`src/rtl/cic_comp_fir.sv`:
```
// Time-multiplexed CIC droop-compensation FIR: one multiplier, one tap per clock, loadable coefficients.
// Define CICCOMP_SATURATE_EN to clamp the output instead of wrapping it.
module cic_comp_fir #(
  parameter int num_taps        = 15,
  parameter int num_bits_input  = 16,
  parameter int num_bits_coef   = 18,
  parameter int num_bits_output = 16,
  parameter int output_shift    = 16
) (
  input  logic                              clk_i,
  input  logic                              rst_i,
  input  logic                              tick_i,
  input  logic signed [num_bits_input-1:0]  signal_i,
  input  logic                              coef_we_i,
  input  logic [$clog2(num_taps)-1:0]       coef_addr_i,
  input  logic signed [num_bits_coef-1:0]   coef_data_i,
  output logic                              tick_o,
  output logic signed [num_bits_output-1:0] signal_o,
  output logic                              busy_o,
  output logic                              overrun_o
);

  localparam int PTR_W  = $clog2(num_taps);
  localparam int PROD_W = num_bits_input + num_bits_coef;
  localparam int ACC_W  = num_bits_input + num_bits_coef + PTR_W;

  localparam logic [PTR_W-1:0]  LAST    = PTR_W'(num_taps - 1);
  localparam logic [PTR_W-1:0]  NTAPS   = PTR_W'(num_taps);
  localparam int unsigned       CENTER  = (num_taps - 1) / 2;
  localparam logic signed [num_bits_coef-1:0] COEF_ONE = num_bits_coef'(2 ** output_shift);
  localparam logic signed [ACC_W:0] RND =
    {{(ACC_W - output_shift + 1){1'b0}}, 1'b1, {(output_shift - 1){1'b0}}};

  typedef enum logic [1:0] {IDLE, MAC, OUT} state_t;

  state_t state_q, state_d;

  logic signed [num_bits_input-1:0]  dline_q [num_taps];
  logic signed [num_bits_coef-1:0]   coef_q  [num_taps];
  logic [PTR_W-1:0]                  wr_ptr_q;
  logic [PTR_W-1:0]                  newest_q;
  logic [PTR_W-1:0]                  k_q;
  logic signed [ACC_W-1:0]           acc_q;
  logic                              tick_q;
  logic signed [num_bits_output-1:0] signal_q, signal_d;
  logic                              overrun_q;

  logic                              accept;
  logic                              coef_wr;
  logic                              acc_en;
  logic                              out_en;
  logic [PTR_W-1:0]                  rd_idx;
  logic signed [PROD_W-1:0]          prod;
  logic signed [ACC_W:0]             acc_rnd;

  // ---------------- FSM: state register ----------------
  always_ff @(posedge clk_i or posedge rst_i) begin
    if (rst_i) state_q <= IDLE;
    else       state_q <= state_d;
  end

  // ---------------- FSM: next state ----------------
  always_comb begin
    state_d = state_q;
    case (state_q)
      IDLE:    if (tick_i) state_d = MAC;
      MAC:     if (k_q == LAST) state_d = OUT;
      OUT:     state_d = IDLE;
      default: state_d = IDLE;
    endcase
  end

  // ---------------- FSM: outputs / enables ----------------
  always_comb begin
    busy_o  = (state_q != IDLE);
    accept  = tick_i && (state_q == IDLE);
    coef_wr = coef_we_i && (state_q == IDLE) && (coef_addr_i <= LAST);
    acc_en  = (state_q == MAC);
    out_en  = (state_q == OUT);
  end

  // Walk backwards from the newest sample, wrapping below zero.
  always_comb begin
    if (newest_q >= k_q) rd_idx = newest_q - k_q;
    else                 rd_idx = newest_q + NTAPS - k_q;
  end

  assign prod    = dline_q[rd_idx] * coef_q[k_q];
  assign acc_rnd = {acc_q[ACC_W-1], acc_q} + RND;

`ifdef CICCOMP_SATURATE_EN
  localparam logic signed [ACC_W:0] SAT_MAX = (ACC_W + 1)'(2 ** (num_bits_output - 1) - 1);
  localparam logic signed [ACC_W:0] SAT_MIN = ~SAT_MAX;
  logic signed [ACC_W:0] r;
  always_comb begin
    r = acc_rnd >>> output_shift;
    if (r > SAT_MAX)      signal_d = num_bits_output'(SAT_MAX);
    else if (r < SAT_MIN) signal_d = num_bits_output'(SAT_MIN);
    else                  signal_d = num_bits_output'(r);
  end
`else
  always_comb begin
    signal_d = num_bits_output'(acc_rnd >>> output_shift);
  end
`endif

  // ---------------- delay line ----------------
  always_ff @(posedge clk_i or posedge rst_i) begin
    if (rst_i) begin
      for (int unsigned i = 0; i < num_taps; i++) dline_q[i] <= '0;
      wr_ptr_q <= '0;
      newest_q <= '0;
    end else if (accept) begin
      dline_q[wr_ptr_q] <= signal_i;
      newest_q          <= wr_ptr_q;
      wr_ptr_q          <= (wr_ptr_q == LAST) ? '0 : wr_ptr_q + PTR_W'(1);
    end
  end

  // ---------------- coefficients ----------------
  always_ff @(posedge clk_i or posedge rst_i) begin
    if (rst_i) begin
      for (int unsigned i = 0; i < num_taps; i++)
        coef_q[i] <= (i == CENTER) ? COEF_ONE : '0;
    end else if (coef_wr) begin
      coef_q[coef_addr_i] <= coef_data_i;
    end
  end

  // ---------------- MAC datapath ----------------
  always_ff @(posedge clk_i or posedge rst_i) begin
    if (rst_i) begin
      k_q   <= '0;
      acc_q <= '0;
    end else if (accept) begin
      k_q   <= '0;
      acc_q <= '0;
    end else if (acc_en) begin
      acc_q <= acc_q + ACC_W'(prod);
      if (k_q != LAST) k_q <= k_q + PTR_W'(1);
    end
  end

  // ---------------- output and status ----------------
  always_ff @(posedge clk_i or posedge rst_i) begin
    if (rst_i) begin
      tick_q    <= 1'b0;
      signal_q  <= '0;
      overrun_q <= 1'b0;
    end else begin
      tick_q <= out_en;
      if (out_en) signal_q <= signal_d;
      if (tick_i && busy_o) overrun_q <= 1'b1;
    end
  end

  assign tick_o    = tick_q;
  assign signal_o  = signal_q;
  assign overrun_o = overrun_q;

endmodule

```
`config.mk`:
```
export PLATFORM = sky130hd
export DESIGN_NAME = cic_comp_fir
export DESIGN_NICKNAME = d
export VERILOG_FILES = /design/src/rtl/cic_comp_fir.sv
export SDC_FILE = /design/constraint.sdc
export NUM_CORES = 2
export LEC_CHECK = 0
export BUFFER_PORTS_ARGS = -buffer_cell sky130_fd_sc_hd__buf_2
export CORE_ASPECT_RATIO = 1.5
export CORE_UTILIZATION = 58
export DETAILED_ROUTE_END_ITERATION = 10
export MAX_ROUTING_LAYER = met4
export PLACE_DENSITY = 0.78
export SLEW_MARGIN = 40
export SYNTH_ARGS = -nofsm -noshare
export SYNTH_HDL_FRONTEND = slang
export SYNTH_SLANG_ARGS = --single-unit
export TNS_END_PERCENT = 20
```
`constraint.sdc`:
```
create_clock -name clk_i -period 17.9 [get_ports clk_i]
set_input_delay 1.79 -clock clk_i [delete_from_list [all_inputs] [get_ports clk_i]]
set_output_delay 1.79 -clock clk_i [all_outputs]
set_load 0.01 [all_outputs]
```
After elaboration in Yosys (flattened, before gate mapping)
Cells that the tools add are included.
{"block": "word_totals", "regBits": 580, "in_bits": 42, "output_inout_bits": 19, "wordCells": 99}
{"block": "op_classes", "add_sub_neg": 7, "multipliers": 1, "magnitude_cmp": 8, "eq_ne": 7, "muxes": 22, "bitwise": 4, "n_reduce_logical": 12}
{"operator": "270-bit bitwise mux", "count": 1}
{"operator": "240-bit bitwise mux", "count": 1}
{"operator": "38-bit 2-to-1 mux", "count": 2}
{"operator": "18-bit binary-select mux with 4-bit select", "count": 1}
{"operator": "18-bit demux with 4-bit select", "count": 1}
{"operator": "16-bit binary-select mux with 4-bit select", "count": 1}
{"operator": "16-bit demux with 4-bit select", "count": 1}
{"operator": "18-bit 2-to-1 mux", "count": 3}
{"operator": "16-bit 2-to-1 mux", "count": 3}
{"operator": "38-bit by 34-bit adder with 38-bit output", "count": 1}
{"operator": "16-bit by 18-bit multiplier with 34-bit output", "count": 1}
{"operator": "32-bit by 17-bit adder with 32-bit output (second input constant)", "count": 1}
{"operator": "5-bit greater-or-equal comparator (second input constant)", "count": 4}
{"operator": "4-bit 2-to-1 mux", "count": 5}
{"operator": "4-bit inverter with 5-bit output", "count": 4}
{"operator": "5-bit by 1-bit < comparator with 1-bit output (second input constant)", "count": 2}
{"operator": "4-bit by 1-bit adder with 4-bit output (second input constant)", "count": 2}
{"operator": "4-bit == test (second input constant)", "count": 2}
{"operator": "4-bit subtractor", "count": 2}
{"operator": "1-bit logical AND", "count": 6}
{"operator": "2-bit nonzero test", "count": 3}
{"operator": "4-bit adder (second input constant)", "count": 1}
{"operator": "4-bit greater-or-equal comparator", "count": 1}
{"operator": "4-bit <= comparator (second input constant)", "count": 1}
{"operator": "9 further kinds", "count": 11}

Longest topological paths before layout
{"block": "depth", "depth_word": 11, "ltp_mapped": 42, "depth_no_buf": 38}

Least setup slack after synthesis
Ideal clock, no wire load.
{"block": "synth_path", "path_type": "flip-flop to flip-flop", "start": "register k_q[1]", "end": "register acc_q[31]", "setup_time_ns": 0.076, "t_arrival_ns": 10.114, "required_ns": 17.824, "path_slack_ns": 7.709, "path_stages_with_launch": 40, "path_buffers": 7, "synth_period_minus_slack_ns": 10.191, "cell_sequence": "dfrtp_1 > buf_1 > clkbuf_1 > buf_1 > inv_1 > fa_1 > a21o_1 > a31oi_4 > xnor2_4 > buf_4 > buf_2 > buf_2 > mux4_2 > nand2_1 > nand3_1 > o21ai_1 > clkbuf_1 > nor2_1 > (+4 left out) > inv_1 > ha_1 > fa_1 > inv_1 > fa_1 > inv_1 > ha_1 > a21o_1 > or2_0 > o31ai_1 > nand2_1 > and2_1 > a221oi_2 > o22ai_1 > o41a_1 > a311oi_1 > xnor3_1 > o21ai_1"}
{"block": "synth_between", "elab_chain_len": 10, "word_cells_on_any_way": 16, "classes_between": "3 x add/sub; 1 x mul; 1 x order compare; 9 x mux; 2 x bitwise"}
{"element": "start: declaration", "line": "42", "rtl": "logic [PTR_W-1:0] k_q;"}
{"element": "start signal: assignment", "line": "140", "rtl": "if (k_q != LAST) k_q <= k_q + PTR_W'(1);"}
{"element": "4-bit subtractor (tied with other cells)", "line": "85", "rtl": "else rd_idx = newest_q + NTAPS - k_q;"}
{"element": "4-bit 2-to-1 mux", "line": "84", "rtl": "if (newest_q >= k_q) rd_idx = newest_q - k_q;"}
{"element": "4-bit inverter with 5-bit output (implied by the code)", "line": "88", "rtl": "assign prod = dline_q[rd_idx] * coef_q[k_q];"}
{"element": "16-bit binary-select mux with 4-bit select", "line": "88"}
{"element": "16-bit 2-to-1 mux (implied by the code) (2 in series)", "line": "88"}
{"element": "16-bit by 18-bit multiplier with 34-bit output *", "line": "88"}
{"element": "38-bit by 34-bit adder with 38-bit output *", "line": "139", "rtl": "acc_q <= acc_q + ACC_W'(prod);"}
{"element": "38-bit 2-to-1 mux *", "line": "138", "rtl": "end else if (acc_en) begin"}
{"element": "38-bit 2-to-1 mux *", "line": "135", "rtl": "end else if (accept) begin"}
{"element": "end signal: assignment", "line": "139"}
{"element": "end: declaration", "line": "43", "rtl": "logic signed [ACC_W-1:0] acc_q;"}
Mark *: on every way between the ends. The rest lies on a longest branch, timed or not. The select of a mux whose other input is x is not followed.
A chain may end at the register's enable or synchronous reset.

Worst setup path after layout
{"block": "layout_path", "start": "register k_q[3]", "end": "register acc_q[31]"}
The elaborated chain is that of the path after synthesis.

==> flow_summary_export.csv <==
group,metric,value,unit
clocking,cts.sinks,574,
logic_synthesis,yosysUniqueCellTypes,78,
route,vias,24061,
clocking,cts_buffer_depth,3,
clocking,cts_root_buf,"clkbuf_16",
logic_synthesis,ys_seq_elements,574,
sta,rsz0062_at_grt,"no",
worst_setup_path,crit_type,"reg -> reg",
sta,fin_crit,11870,ps
clocking,clk_latency,640,ps
run,cap_viol_max_count,0,
placed_design,routabilityCongestion,0.9611,
global_route,grt_usage,0.3027,
floorplanning,dieArea,65700,um2
finish,fin_nets,3554,
sta,setup_viol,0,
floorplanning,coreArea,63620,um2
worst_hold_path,hp-start,"signal_o[5]$_DFFE_PP0P_",
route,wire_per_inst,23.17,um
worst_setup_path,cp_slowest_stage_delay,830,ps
logic_synthesis,syn-mean-instance-area,12.09,um2
logic_synthesis,ys_seq_area_frac,0.3830,
clocking,cts_buffers,55,
logic_synthesis,yosys-top-cells-area,"dfrtp_1 38%, fa_1 16%, mux2_2 16%",
sta,fmax,84.23,MHz
sta,slew-limit-headroom,0.4375,
worst_setup_path,cp_data_arrival_time,12440,ps
finish,fillerInstances,4599,
finish,drive_gt1_frac,0.2867,
worst_setup_path,cp-end-kind,"register",
finish,regArea,14370,um2
worst_hold_path,hp-class,"reg -> reg",
clocking,cts_hold_buf,0,
global_route,grt_pass1_wl,149300,um
logic_synthesis,yosysTopAreaCellShare,0.3823,
logic_synthesis,synthFlopType,"dfrtp_1",
finish,area_growth,8.787,%
worst_setup_path,cpMostUsedCell,"fa_1",
global_route,grt_pass1_vias,27508,
sta,worst_pin_slew,838.6,ps
clocking,cts-resized-gates,0,
finish,multi_input_area,21230,um2
clocking,path_clk_slew,60,ps
floorplanning,num_rows,113,
worst_setup_path,cp_slowest_cell,"clkinv_1",
route,routed_wirelength,91590,um
route,vias_per_cell,6.087,
clocking,cts_tree,"done",
route,ant_nets,0,
sta,finalClockSkew,23.25,ps
worst_setup_path,critPathMaxFanout,34,
worst_setup_path,crit_start,"k_q[3]$_DFFE_PP0P_",
outcome,outcome,"complete, no violations",
clocking,htreeDepth,2,
floorplanning,ioPinCount,61,
logic_synthesis,syn_inst,3103,
logic_synthesis,synthMostInstantiatedCell,"dfrtp_1",
sta,hold_violations,0,
floorplanning,die_y,313.4,um
logic_synthesis,netlist_area,37500,um2
global_route,antenna_found_initial,3,
route,firstDrtPassIters,5,
logic_synthesis,synth_nets,3558,
placed_design,hpwl,62870,um
logic_synthesis,ys_async_sr_fraction,1.000,
clocking,post_cts_buffers,0,
floorplanning,initial_core_util,0.5895,
sta,min_period_over_period,0.6632,
logic_synthesis,synthTopCellsByCount,"573 x dfrtp_1, 520 x mux2_2, 368 x inv_1",
sta,finalSetupTns,0,ps
worst_setup_path,crit_path_start_kind,"register",
logic_synthesis,synth_largest_area_cell,"dfrtp_1",
global_route,grt_overflow,0,
worst_setup_path,cp_data_required_time,18460,ps
sta,slew_violations,0,
route,dr.first_iter.drc_count,1553,
floorplanning,die_width,209.6,um
global_route,grt_max_degree,131,
route,post-route-drc-count,0,
worst_setup_path,r2r-start,"k_q[3]$_DFFE_PP0P_",
placed_design,io_buffer_count,60,
logic_synthesis,synth_edf_count,0,
logic_synthesis,yosysWarningCount,0,
-- cell usage in the layout, fill, tap and decap left out, types with 6 or more instances in the layout --
cell       netlist  layout
and3_1          13      13
buf_2           27      61
or2_2           11      11
xnor2_1         35      35
clkbuf_8         0      10
xor2_1          23      23
mux2_2         520     520
a21oi_1         49      48
clkbuf_1       129       6
and2_1          29      29
clkbuf_16        0      55
nand2b_1        35      34
mux2i_1         15      15
clkinv_2         0      10
nor3_1          15      10
nand2_2          0      11
o22ai_1         10      10
nand2_1        265     254
o21ai_0         72      69
o21ai_1          5       8
a31oi_4          1       7
ha_1           105     105
a21o_1          22      22
a211oi_1        16      16
nand3_1         33      31
o2bb2ai_1       10      10
dfrtp_1        573     571
a221o_1          6       6
buf_4            3      44
nor2_2           0      10
a221oi_1         7       7
mux4_2         102     102
bufinv_16        0      12
nor2_1         106      95
fa_1           308     308
a31oi_1         13       6
inv_1          368     367
nor2b_1         87      87
-- final timing paths --
check,endpoint,slack [ps],cells after the start
max,acc_q[31]$_DFFE_PP0P_,6030,34
min,signal_o[5]$_DFFE_PP0P_,480,2
max reg2reg,acc_q[31]$_DFFE_PP0P_,6030,34
min reg2reg,signal_o[5]$_DFFE_PP0P_,480,2
max in group asynchronous,coef_q[180]$_DFFE_PP0P_,14930,4
min in group asynchronous,dline_q[49]$_DFFE_PP0P_,1290,2
-- area by class of cell --
class,count,share of cell area
tap,805,0.02469
clock inverter,31,0.01257
antenna,5,0.0003067
timing repair buffer,111,0.01791
inverter,372,0.03453
clock buffer,70,0.03732
sequential,574,0.3523
multi-input combinational,1985,0.5204
-- state kept, by name (all words and copies together) (netlist names) --
signal	count
acc_q	32
dline_q	240
overrun_o	1
k_q	4
tick_o	1
coef_q	270
signal_o	16
state_q	2
newest_q	4
wr_ptr_q	4
-- critical path: cells and delay by family, from the launching register on --
family                     cells  cell delay [ps]
and+or+nand+nor                6             1450
AOI/OAI and AO/OA             12             3220
buffers and inverters          6             1920
adders and majority gates      8             3910
DFF                            1              670
xor gates and xnor gates       2              590
-- through the flow --
stage	area [um2]	hold slack, ps	worst slack [ps]	util	std cells
final	40800	477.0	6028	0.6413	3953
after global routing	40800	494.5	5444	0.6412	3951
after CTS	40760	479.9	6065	0.6407	3947
after detailed placement	38730	465.2	6075	0.6087	3846
after global placement	38590	434.7	6129	0.6065	3845
after floorplan	37500	452.8	53.93	-	3103
-- routing by layer --
layer,part of all wire,GRT usage,wire length [um],vias up
li1,-,-,-,10338
met1,0.37,0.3478,34300,12577
met2,0.51,0.5143,47130,802
met3,0.050,0.04166,4602,344
met4,0.061,0.1634,5552,0
met5,0,-,0,-
-- logic make-up after synthesis --
kind of cell    count (synthesis)  share of synthesized area
mux                           639                     0.2224
simple gates                  618                    0.07746
flops                         574                     0.3830
buf+inv                       544                    0.05628
fa+ha+maj                     413                     0.1994
compound gates                255                    0.04654
xor+xnor                       60                    0.01488
Power is left out: the tool's default activity adds up to more than one toggle a clock period on the data nets, which glitch-free logic cannot reach.
